### config.mk
export PLATFORM = sky130hd
export DESIGN_NAME = stdp_learning_engine
export DESIGN_NICKNAME = d
export VERILOG_FILES = /design/src/rtl/stdp_pkg.sv /design/src/rtl/stdp_nearest_age.sv /design/src/rtl/stdp_learning_engine.sv
export SDC_FILE = /design/constraint.sdc
export NUM_CORES = 1
export LEC_CHECK = 0
export CORE_ASPECT_RATIO = 1.2
export CORE_UTILIZATION = 35
export CTS_BUF_LIST = sky130_fd_sc_hd__clkbuf_16
export CTS_CLUSTER_SIZE = 8
export DETAILED_ROUTE_END_ITERATION = 8
export PLACE_DENSITY = 0.62
export SLEW_MARGIN = 15
export SYNTH_ARGS = -nofsm -noshare
export SYNTH_HDL_FRONTEND = slang
export SYNTH_SLANG_ARGS = --single-unit
### constraint.sdc
create_clock -name clock -period 10.2 [get_ports clock]
set_clock_uncertainty 0.15 [all_clocks]
set_input_delay 2.04 -clock clock [delete_from_list [all_inputs] [get_ports clock]]
set_output_delay 2.04 -clock clock [all_outputs]
set_load 0.05 [all_outputs]
### src/rtl/stdp_pkg.sv
// Shared types and arithmetic helpers for the STDP learning engine.
// Optional LTD support is selected in the engine by the STDP_LTD_EN macro.
package stdp_pkg;

  typedef enum logic [1:0] {
    IDLE,
    LTP_SCAN,
    LTD_SCAN
  } stdp_state_e;

  // Exponential decay approximated by one right shift per cycle of separation.
  function automatic int stdp_delta(input int amp, input int dt);
    if (dt < 1 || dt > 31) return 0;
    return amp >>> (dt - 1);
  endfunction

  function automatic int sat_add(input int w, input int delta, input logic sign,
                                 input int w_max);
    int r;
    r = sign ? (w - delta) : (w + delta);
    if (r < 0) r = 0;
    else if (r > w_max) r = w_max;
    return r;
  endfunction

endpackage

### src/rtl/stdp_nearest_age.sv
// Lowest-set-bit encoder over a spike history: reports whether any spike is
// present and the age (1..WIN) of the most recent one.
module stdp_nearest_age #(
  parameter int WIN  = 8,
  parameter int DT_W = $clog2(WIN + 1)
) (
  input  logic [WIN-1:0]  hist,
  output logic            hit,
  output logic [DT_W-1:0] dt
);

  // Scanning downward lets the lowest set bit overwrite any older spike.
  always_comb begin
    hit = |hist;
    dt  = '0;
    for (int j = WIN - 1; j >= 0; j--) begin
      if (hist[j]) dt = DT_W'(j + 1);
    end
  end

endmodule

### src/rtl/stdp_learning_engine.sv
// Nearest-neighbour STDP engine with N_PRE saturating weights and a sequential
// LTP scan; define STDP_LTD_EN to add post-age tracking and the LTD scan.
module stdp_learning_engine
  import stdp_pkg::*;
#(
  parameter int N_PRE   = 16,
  parameter int WIN     = 8,
  parameter int W_W     = 4,
  parameter int W_INIT  = 8,
  parameter int A_PLUS  = 4,
  parameter int A_MINUS = 4,
  localparam int IDX_W  = $clog2(N_PRE)
) (
  input  logic             clock,
  input  logic             reset_n,
  input  logic [N_PRE-1:0] pre_spike,
  input  logic             post_spike,
  input  logic             learn_en,
  input  logic [IDX_W-1:0] rd_sel,
  output logic [W_W-1:0]   rd_weight,
  output logic             busy,
  output logic             upd_valid,
  output logic [IDX_W-1:0] upd_idx,
  output logic [W_W-1:0]   upd_weight
);

  localparam int DT_W  = $clog2(WIN + 1);
  localparam int W_MAX = (1 << W_W) - 1;

  stdp_state_e      state_q, state_d;
  logic [IDX_W-1:0] idx_q, idx_d;
  logic [WIN-1:0]   pre_hist_q [N_PRE];
  logic [WIN-1:0]   pre_hist_d [N_PRE];
  logic [WIN-1:0]   snap_q [N_PRE];
  logic [WIN-1:0]   snap_d [N_PRE];
  logic [W_W-1:0]   weight_q [N_PRE];
  logic [W_W-1:0]   weight_d [N_PRE];

  logic             post_capture;
  logic             ltp_hit;
  logic [DT_W-1:0]  ltp_dt;
  int               ltp_delta;
  logic             wr_en;
  logic [IDX_W-1:0] wr_idx;
  logic [W_W-1:0]   wr_weight;

  stdp_nearest_age #(
    .WIN  (WIN),
    .DT_W (DT_W)
  ) u_nearest_age (
    .hist (snap_q[idx_q]),
    .hit  (ltp_hit),
    .dt   (ltp_dt)
  );

  assign post_capture = post_spike && learn_en && (state_q != LTP_SCAN);

  always_comb begin
    ltp_delta = 0;
    if (ltp_hit) ltp_delta = stdp_delta(A_PLUS, int'(ltp_dt));
  end

`ifdef STDP_LTD_EN
  logic [DT_W-1:0]  post_age_q, post_age_d;
  logic [N_PRE-1:0] pend_q, pend_d;
  logic [DT_W-1:0]  dt_ltd_q [N_PRE];
  logic [DT_W-1:0]  dt_ltd_d [N_PRE];
  logic             ltd_found;
  logic [IDX_W-1:0] ltd_idx;
  int               ltd_delta;

  // Age as seen after this edge, so a same-cycle pre/post pair yields 0.
  always_comb begin
    post_age_d = post_age_q;
    if (post_spike) post_age_d = '0;
    else if (post_age_q != DT_W'(WIN)) post_age_d = post_age_q + 1'b1;
  end

  always_comb begin
    ltd_found = 1'b0;
    ltd_idx   = '0;
    for (int i = 0; i < N_PRE; i++) begin
      if (!ltd_found && pend_q[i]) begin
        ltd_found = 1'b1;
        ltd_idx   = IDX_W'(i);
      end
    end
    ltd_delta = stdp_delta(A_MINUS, int'(dt_ltd_q[ltd_idx]));
  end
`endif

  always_comb begin
    state_d   = state_q;
    idx_d     = idx_q;
    snap_d    = snap_q;
    weight_d  = weight_q;
    wr_en     = 1'b0;
    wr_idx    = '0;
    wr_weight = '0;
    for (int i = 0; i < N_PRE; i++) begin
      pre_hist_d[i] = {pre_hist_q[i][WIN-2:0], pre_spike[i]};
    end
`ifdef STDP_LTD_EN
    pend_d   = pend_q;
    dt_ltd_d = dt_ltd_q;
`endif

    case (state_q)
      IDLE: begin
`ifdef STDP_LTD_EN
        if (|pend_q) state_d = LTD_SCAN;
`endif
      end
      LTP_SCAN: begin
        if (ltp_delta != 0) begin
          wr_en     = 1'b1;
          wr_idx    = idx_q;
          wr_weight = W_W'(sat_add(int'(weight_q[idx_q]), ltp_delta, 1'b0, W_MAX));
        end
        if (idx_q == IDX_W'(N_PRE - 1)) begin
          idx_d = '0;
`ifdef STDP_LTD_EN
          state_d = LTD_SCAN;
`else
          state_d = IDLE;
`endif
        end else begin
          idx_d = idx_q + 1'b1;
        end
      end
`ifdef STDP_LTD_EN
      LTD_SCAN: begin
        if (!post_capture && ltd_found) begin
          pend_d[ltd_idx] = 1'b0;
          if (ltd_delta != 0) begin
            wr_en     = 1'b1;
            wr_idx    = ltd_idx;
            wr_weight = W_W'(sat_add(int'(weight_q[ltd_idx]), ltd_delta, 1'b1, W_MAX));
          end
        end
      end
`endif
      default: state_d = IDLE;
    endcase

    if (wr_en) weight_d[wr_idx] = wr_weight;

    // A post capture pre-empts an LTD scan; pending channels are kept.
    if (post_capture) begin
      state_d = LTP_SCAN;
      idx_d   = '0;
      snap_d  = pre_hist_q;
    end

`ifdef STDP_LTD_EN
    for (int i = 0; i < N_PRE; i++) begin
      if (pre_spike[i] && learn_en && post_age_d != '0 && post_age_d < DT_W'(WIN)) begin
        pend_d[i]   = 1'b1;
        dt_ltd_d[i] = post_age_d;
      end
    end
    if (state_d == LTD_SCAN && pend_d == '0) state_d = IDLE;
`endif
  end

  always_ff @(posedge clock or negedge reset_n) begin
    if (!reset_n) begin
      state_q <= IDLE;
      idx_q   <= '0;
      for (int i = 0; i < N_PRE; i++) begin
        pre_hist_q[i] <= '0;
        snap_q[i]     <= '0;
        weight_q[i]   <= W_W'(W_INIT);
      end
    end else begin
      state_q    <= state_d;
      idx_q      <= idx_d;
      pre_hist_q <= pre_hist_d;
      snap_q     <= snap_d;
      weight_q   <= weight_d;
    end
  end

`ifdef STDP_LTD_EN
  always_ff @(posedge clock or negedge reset_n) begin
    if (!reset_n) begin
      post_age_q <= '0;
      pend_q     <= '0;
      for (int i = 0; i < N_PRE; i++) dt_ltd_q[i] <= '0;
    end else begin
      post_age_q <= post_age_d;
      pend_q     <= pend_d;
      dt_ltd_q   <= dt_ltd_d;
    end
  end
`endif

  assign rd_weight  = weight_q[rd_sel];
  assign busy       = (state_q == LTP_SCAN);
  assign upd_valid  = wr_en;
  assign upd_idx    = wr_idx;
  assign upd_weight = wr_weight;

endmodule

==> results of run 1 <==
==> cell families (layout without fill, tap and decap cells) <==
| kind of cell | Yosys count | count (layout) | share of synthesized area |
|---|---|---|---|
| compound gates | 22 | 22 | 0.0109 |
| fa+ha+maj | 6 | 6 | 0.00633 |
| buf+inv | 50 | 113 | 0.0166 |
| flops | 325 | 325 | 0.625 |
| mux | 282 | 282 | 0.308 |
| simple gates | 69 | 69 | 0.0329 |
==> routing by layer <==
| metal | share of wire | up-vias | GRT usage |
|---|---|---|---|
| met1 | 0.42 | 3408 | 0.173 |
| li1 | - | 2875 | - |
| met3 | 0.048 | 51 | 0.0280 |
| met5 | 0 | - | 0 |
| met4 | 0.025 | 0 | 0.0473 |
| met2 | 0.51 | 143 | 0.229 |
==> registers in the layout (all words and copies together) (netlist names) <==
signal / cells
snap_q: 128
pre_hist_q: 16
weight_q: 64
state_q: 1
idx_q: 4
pre_hist_d: 112
==> critical path: stages (launching register included) <==
cell and delay, ns:
sky130_fd_sc_hd__dfrtp_4 1.03, sky130_fd_sc_hd__mux4_2 0.60, sky130_fd_sc_hd__mux2_2 0.28, sky130_fd_sc_hd__a21o_1 0.18, sky130_fd_sc_hd__a221oi_1 0.36, sky130_fd_sc_hd__nor2_1 0.08
sky130_fd_sc_hd__nor2_1 0.23, sky130_fd_sc_hd__ha_1 0.21, sky130_fd_sc_hd__o21ai_1 0.08, sky130_fd_sc_hd__nand2_1 0.10, sky130_fd_sc_hd__nor3_1 0.06, sky130_fd_sc_hd__ha_1 0.21
sky130_fd_sc_hd__fa_1 0.40, sky130_fd_sc_hd__and2_1 0.19, sky130_fd_sc_hd__o21ai_1 0.18, sky130_fd_sc_hd__nand2b_1 0.43, sky130_fd_sc_hd__nor2b_1 0.29, sky130_fd_sc_hd__clkdlybuf4s50_1 0.70
==> placed cells by master (no fill, tap or decap), types with 10 or more instances in the layout <==
master                              n
sky130_fd_sc_hd__dfrtp_1          306
sky130_fd_sc_hd__dfstp_2           16
sky130_fd_sc_hd__clkbuf_16         46
sky130_fd_sc_hd__nand2_1           14
sky130_fd_sc_hd__mux2_2           184
sky130_fd_sc_hd__mux2i_1           10
sky130_fd_sc_hd__inv_1             14
sky130_fd_sc_hd__clkdlybuf4s50_1   36
sky130_fd_sc_hd__buf_4             12
sky130_fd_sc_hd__mux4_2            73
==> cell type report <==
class,count,area [µm²],share of cell area
Clock buffer,46,1150,0.0759
Clock inverter,17,129,0.00849
Inverter,1,3.75,0.000247
Multi-Input combinational cell,379,4670,0.308
Sequential cell,325,8160,0.538
Tap cell,474,593,0.0391
Timing Repair Buffer,49,465,0.0307
==> worst min path at each step <==
stage	from	end	depth (start not counted)
6_report	pre_hist_d[90]	pre_hist_d[91]	0
5_1_grt	pre_hist_d[15]	pre_hist_q[15]	0
4_1_cts	pre_hist_d[15]	pre_hist_q[15]	0
3_5_place_dp	pre_hist_d[58]	pre_hist_d[59]	0
3_3_place_gp	pre_hist_d[111]	pre_hist_q[111]	0
2_1_floorplan	pre_hist_d[99]	pre_hist_d[100]	0
==> through the flow <==
stage          area, µm²  hold slack (ns)  utilization  instances  setup slack [ns]
2_1_floorplan      13000            0.200            -        754              3.04
3_3_place_gp       13900            0.204        0.378       1228              2.34
3_5_place_dp       13900            0.207        0.378       1228              2.27
4_1_cts            15200            0.201        0.412       1291              1.72
5_1_grt            15200            0.219        0.412       1291              1.31
6_report           15200            0.211        0.412       1291              1.86
==> impl_metrics.yaml, run 1 <==
run_status:
  outcome: "completed"
synth:
  synth_edf_count: 0
  synthMostInstantiatedCell: "sky130_fd_sc_hd__dfrtp_1"
  netlist_instances: 754
  dominantRegCellSynth: "sky130_fd_sc_hd__dfrtp_1"
  synth_area_leader_cell: "sky130_fd_sc_hd__dfrtp_1"
  synth.top_cells.by_area: "sky130_fd_sc_hd__dfrtp_1 (59%), sky130_fd_sc_hd__mux2_2 (16%), sky130_fd_sc_hd__mux4_2 (13%)"
  mappedNetlistNets: 784
  synthArstFlopShare: 1.00
  synth_seq_cells: 325
  synth_area_per_cell_um2: 17.3
  synth.top_cell.area_share: 0.593
  mappedNetlistArea_mm2: 0.0130
  ys.warnings.count: 0
  yosys.cell_types.count: 40
  seq_area_frac_synth: 0.625
  post_synth_most_frequent_cells: "sky130_fd_sc_hd__dfrtp_1 (309), sky130_fd_sc_hd__mux2_2 (184), sky130_fd_sc_hd__mux4_2 (73), sky130_fd_sc_hd__clkbuf_1 (32), sky130_fd_sc_hd__dfstp_2 (16)"
placement:
  place.gp.congestion: 0.763
  place.port_buffers: 37
  detailedPlacementHpwl_um: 14800
drt:
  wl_per_cell_um: 18.4
  detailroute.via_count: 6477
  drt_first_iter_violations: 369
  antenna_nets_post_route: 0
  routed_wirelength_um: 23700
  drtPass1Iterations: 5
  vias_per_cell: 5.02
  detail_route.drc_violations: 0
worst_setup_path:
  worstSetupEndpointType: "output pin"
  critical_path.endpoint: "upd_weight[0]"
  crit_type: "reg2out"
  arrival_ns: 6.15
  worstPathRequired_ns: 8.01
  crit-reg2reg-launch: "idx_q[0]"
  reg2regPathDepth: 16
  crit_path_start: "idx_q[0]"
  r2r_setup_slack_ns: 4.86
  worstSetupStartpointType: "flip-flop"
  critPathMaxFanout: 49
  timing.rr.end: "weight_q[12]"
floorplanning:
  chipWidth_um: 178
  row_count: 77
  core_area_mm2: 0.0368
  dieArea_mm2: 0.0380
  io-pin-count: 38
  chipHeight_um: 213
  initial_core_utilization: 0.354
cells_and_area:
  syn_to_final_growth_pct: 16.4
  drive_above_1_share: 0.438
  num-fill-cells: 3347
  insertedDiodeCount: 0
  finalNetCount: 832
min_path:
  min-delay-path-class: "reg2reg"
timing:
  worst-slew-pin-transition_ns: 0.959
  report.final.setup_viol: 0
  hold_viol: 0
  finalMaxSlewViolations: 0
  relSlewSlack: 0.361
  grt_setup_unrepaired: "no"
  fmax_ghz: 0.120
  timing.setup.tns_ns: 0
  finalCritPeriodShare: 0.818
  period_minus_slack_ns: 8.34
global_route:
  grt_util_all_layers: 0.136
  grt_overflow: 0
  grt_start_max_net_pins: 83
  number_of_global_route_vias_before_repair: 7220
  grt_pass1_wl_um: 39900
  antenna_found_initial: 0
cts:
  post_cts_hold_buffers: 0
  h-tree-depth: 2
  cts-root-buf: "sky130_fd_sc_hd__clkbuf_16"
  cts.reportedPaths.clkPinSlew_ns: 0.05
  post-cts-setup-buffers: 0
  cts_made_buffers: 46
  clkLatencyLatePin_ns: 0.55
  clk_path_buf_depth: 3
  tritoncts: "built"
  cts.sink_count: 325
  cts_repair_resize_count: 0
job:
  maxCapViolCount: 0
Power of run 1 is left out: the tool's default activity adds up to more than one toggle a clock period on the data nets, which glitch-free logic cannot reach.
==> inputs of run 2 (changes only) <==
==> constraint.sdc (replaced) <==
create_clock -name clock -period 8.01 [get_ports clock]
set_clock_uncertainty 0.15 [all_clocks]
set_input_delay 1.602 -clock clock [delete_from_list [all_inputs] [get_ports clock]]
set_output_delay 1.602 -clock clock [all_outputs]
set_load 0.05 [all_outputs]
==> impl_metrics.yaml, run 2 (synthesized netlist as in run 1, its figures left out) <==
floorplanning:
  core_area_mm2: 0.0368
  chipHeight_um: 213
  chipWidth_um: 178
  io-pin-count: 38
  dieArea_mm2: 0.0380
  initial_core_utilization: 0.354
  row_count: 77
worst_setup_path:
  worstPathRequired_ns: 6.26
  worstSetupStartpointType: "flip-flop"
  crit_type: "reg2out"
  arrival_ns: 5.73
  worstSetupEndpointType: "output pin"
  critPathMaxFanout: 19
cells_and_area:
  most_common_cell_after_layout_fill_and_taps_aside: "sky130_fd_sc_hd__dfrtp_1"
  insertedDiodeCount: 0
  max_flop_register: "snap_q"
  syn_to_final_growth_pct: 16.4
  layout_common_cells: "sky130_fd_sc_hd__dfrtp_1 (306), sky130_fd_sc_hd__mux2_2 (184), sky130_fd_sc_hd__mux4_2 (73)"
  finalNetCount: 832
  largest_reg_flops: 128
  drive_above_1_share: 0.442
timing:
  period_minus_slack_ns: 7.48
  finalCritPeriodShare: 0.934
  report.final.setup_viol: 0
  fmax_ghz: 0.134
  finalMaxSlewViolations: 0
  worst-slew-pin-transition_ns: 1.03
  timing.setup.tns_ns: 0
  relSlewSlack: 0.314
  hold_viol: 0
  grt_setup_unrepaired: "no"
global_route:
  number_of_global_route_vias_before_repair: 7009
  grt_pass1_wl_um: 38600
  grt_overflow: 0
  antenna_found_initial: 0
  grt_start_max_net_pins: 169
  grt_util_all_layers: 0.131
drt:
  drt_first_iter_violations: 299
  vias_per_cell: 5.03
  detailroute.via_count: 6460
  wl_per_cell_um: 18.6
  routed_wirelength_um: 23800
  detail_route.drc_violations: 0
  antenna_nets_post_route: 0
  drtPass1Iterations: 4
cts:
  clk_path_buf_depth: 3
  cts.reportedPaths.clkPinSlew_ns: 0.05
  cts.sink_count: 325
  clkLatencyLatePin_ns: 0.54
  h-tree-depth: 2
  tritoncts: "built"
  cts-root-buf: "sky130_fd_sc_hd__clkbuf_16"
  cts_made_buffers: 46
min_path:
  min-delay-path-class: "reg2reg"
placement:
  place.gp.congestion: 0.748
  place.port_buffers: 37
  detailedPlacementHpwl_um: 14400
job:
  maxCapViolCount: 0
run_status:
  outcome: "completed"
[run 2: worst max-delay path, stage by stage, from the launching register on]
cell                              delay, ns
sky130_fd_sc_hd__dfrtp_4               0.71
sky130_fd_sc_hd__mux4_2                0.57
sky130_fd_sc_hd__mux2_2                0.28
sky130_fd_sc_hd__a21o_1                0.18
sky130_fd_sc_hd__a221oi_1              0.34
sky130_fd_sc_hd__nor2_1                0.07
sky130_fd_sc_hd__nor2_1                0.25
sky130_fd_sc_hd__ha_1                  0.22
sky130_fd_sc_hd__a211o_1               0.12
sky130_fd_sc_hd__nand2_1               0.09
sky130_fd_sc_hd__nor2_1                0.21
sky130_fd_sc_hd__ha_1                  0.27
sky130_fd_sc_hd__a21o_1                0.16
sky130_fd_sc_hd__nand2_1               0.07
sky130_fd_sc_hd__nor2_1                0.04
sky130_fd_sc_hd__mux2i_1               0.11
sky130_fd_sc_hd__or2_1                 0.50
sky130_fd_sc_hd__nor2b_1               0.20
sky130_fd_sc_hd__clkdlybuf4s50_1       0.80
[run 2: path summary, 6_finish.rpt]
check                           startpoint              end  slack [ns]  cells past startpoint
max                               idx_q[0]    upd_weight[3]        0.53                     18
min                        pre_hist_d[116]  pre_hist_d[117]        0.21                      0
max reg2reg                       idx_q[0]     weight_q[31]        3.17                     16
min reg2reg                pre_hist_d[116]  pre_hist_d[117]        0.21                      0
max in group asynchronous          reset_n         idx_q[1]        5.38                      2
min in group asynchronous          reset_n   pre_hist_d[49]        0.88                      1
[run 2: layer usage]
layer  GRT usage  routed length, µm  vias up
met4      0.0470                614        0
met1       0.166               9910     3402
met5           0                  0        -
met3      0.0285               1110       43
li1            -                  -     2862
met2       0.220              12200      153
[run 2: cell type report]
| cell class | count | area, µm² |
|---|---|---|
| fill | 3334 | 21600 |
| sequential | 325 | 8160 |
| multi-input combinational | 379 | 4670 |
| clock buffer | 46 | 1150 |
| tap | 474 | 593 |
| timing repair buffer | 49 | 490 |
| clock inverter | 10 | 103 |
| inverter | 1 | 3.75 |
[run 2: repair_timing]
action | CTS | global route
endpoints found under the setup margin | 0 | 2
hold buffers | 0 | 0
resized for setup | 0 | 1
buffers inserted | 0 | 1
[run 2: metrics by stage]
| stage | hold slack (ns) | area (µm²) | worst slack, ns | utilization | std cells |
|---|---|---|---|---|---|
| after floorplan | 0.200 | 13000 | 1.29 | - | 754 |
| after global placement | 0.204 | 13900 | 0.873 | 0.378 | 1227 |
| after detailed placement | 0.207 | 13900 | 0.766 | 0.378 | 1227 |
| after CTS | 0.207 | 15200 | 0.206 | 0.412 | 1283 |
| after global routing | 0.208 | 15200 | 0.0400 | 0.412 | 1284 |
| final | 0.212 | 15200 | 0.526 | 0.412 | 1284 |
Power of run 2 is left out for the same reason.
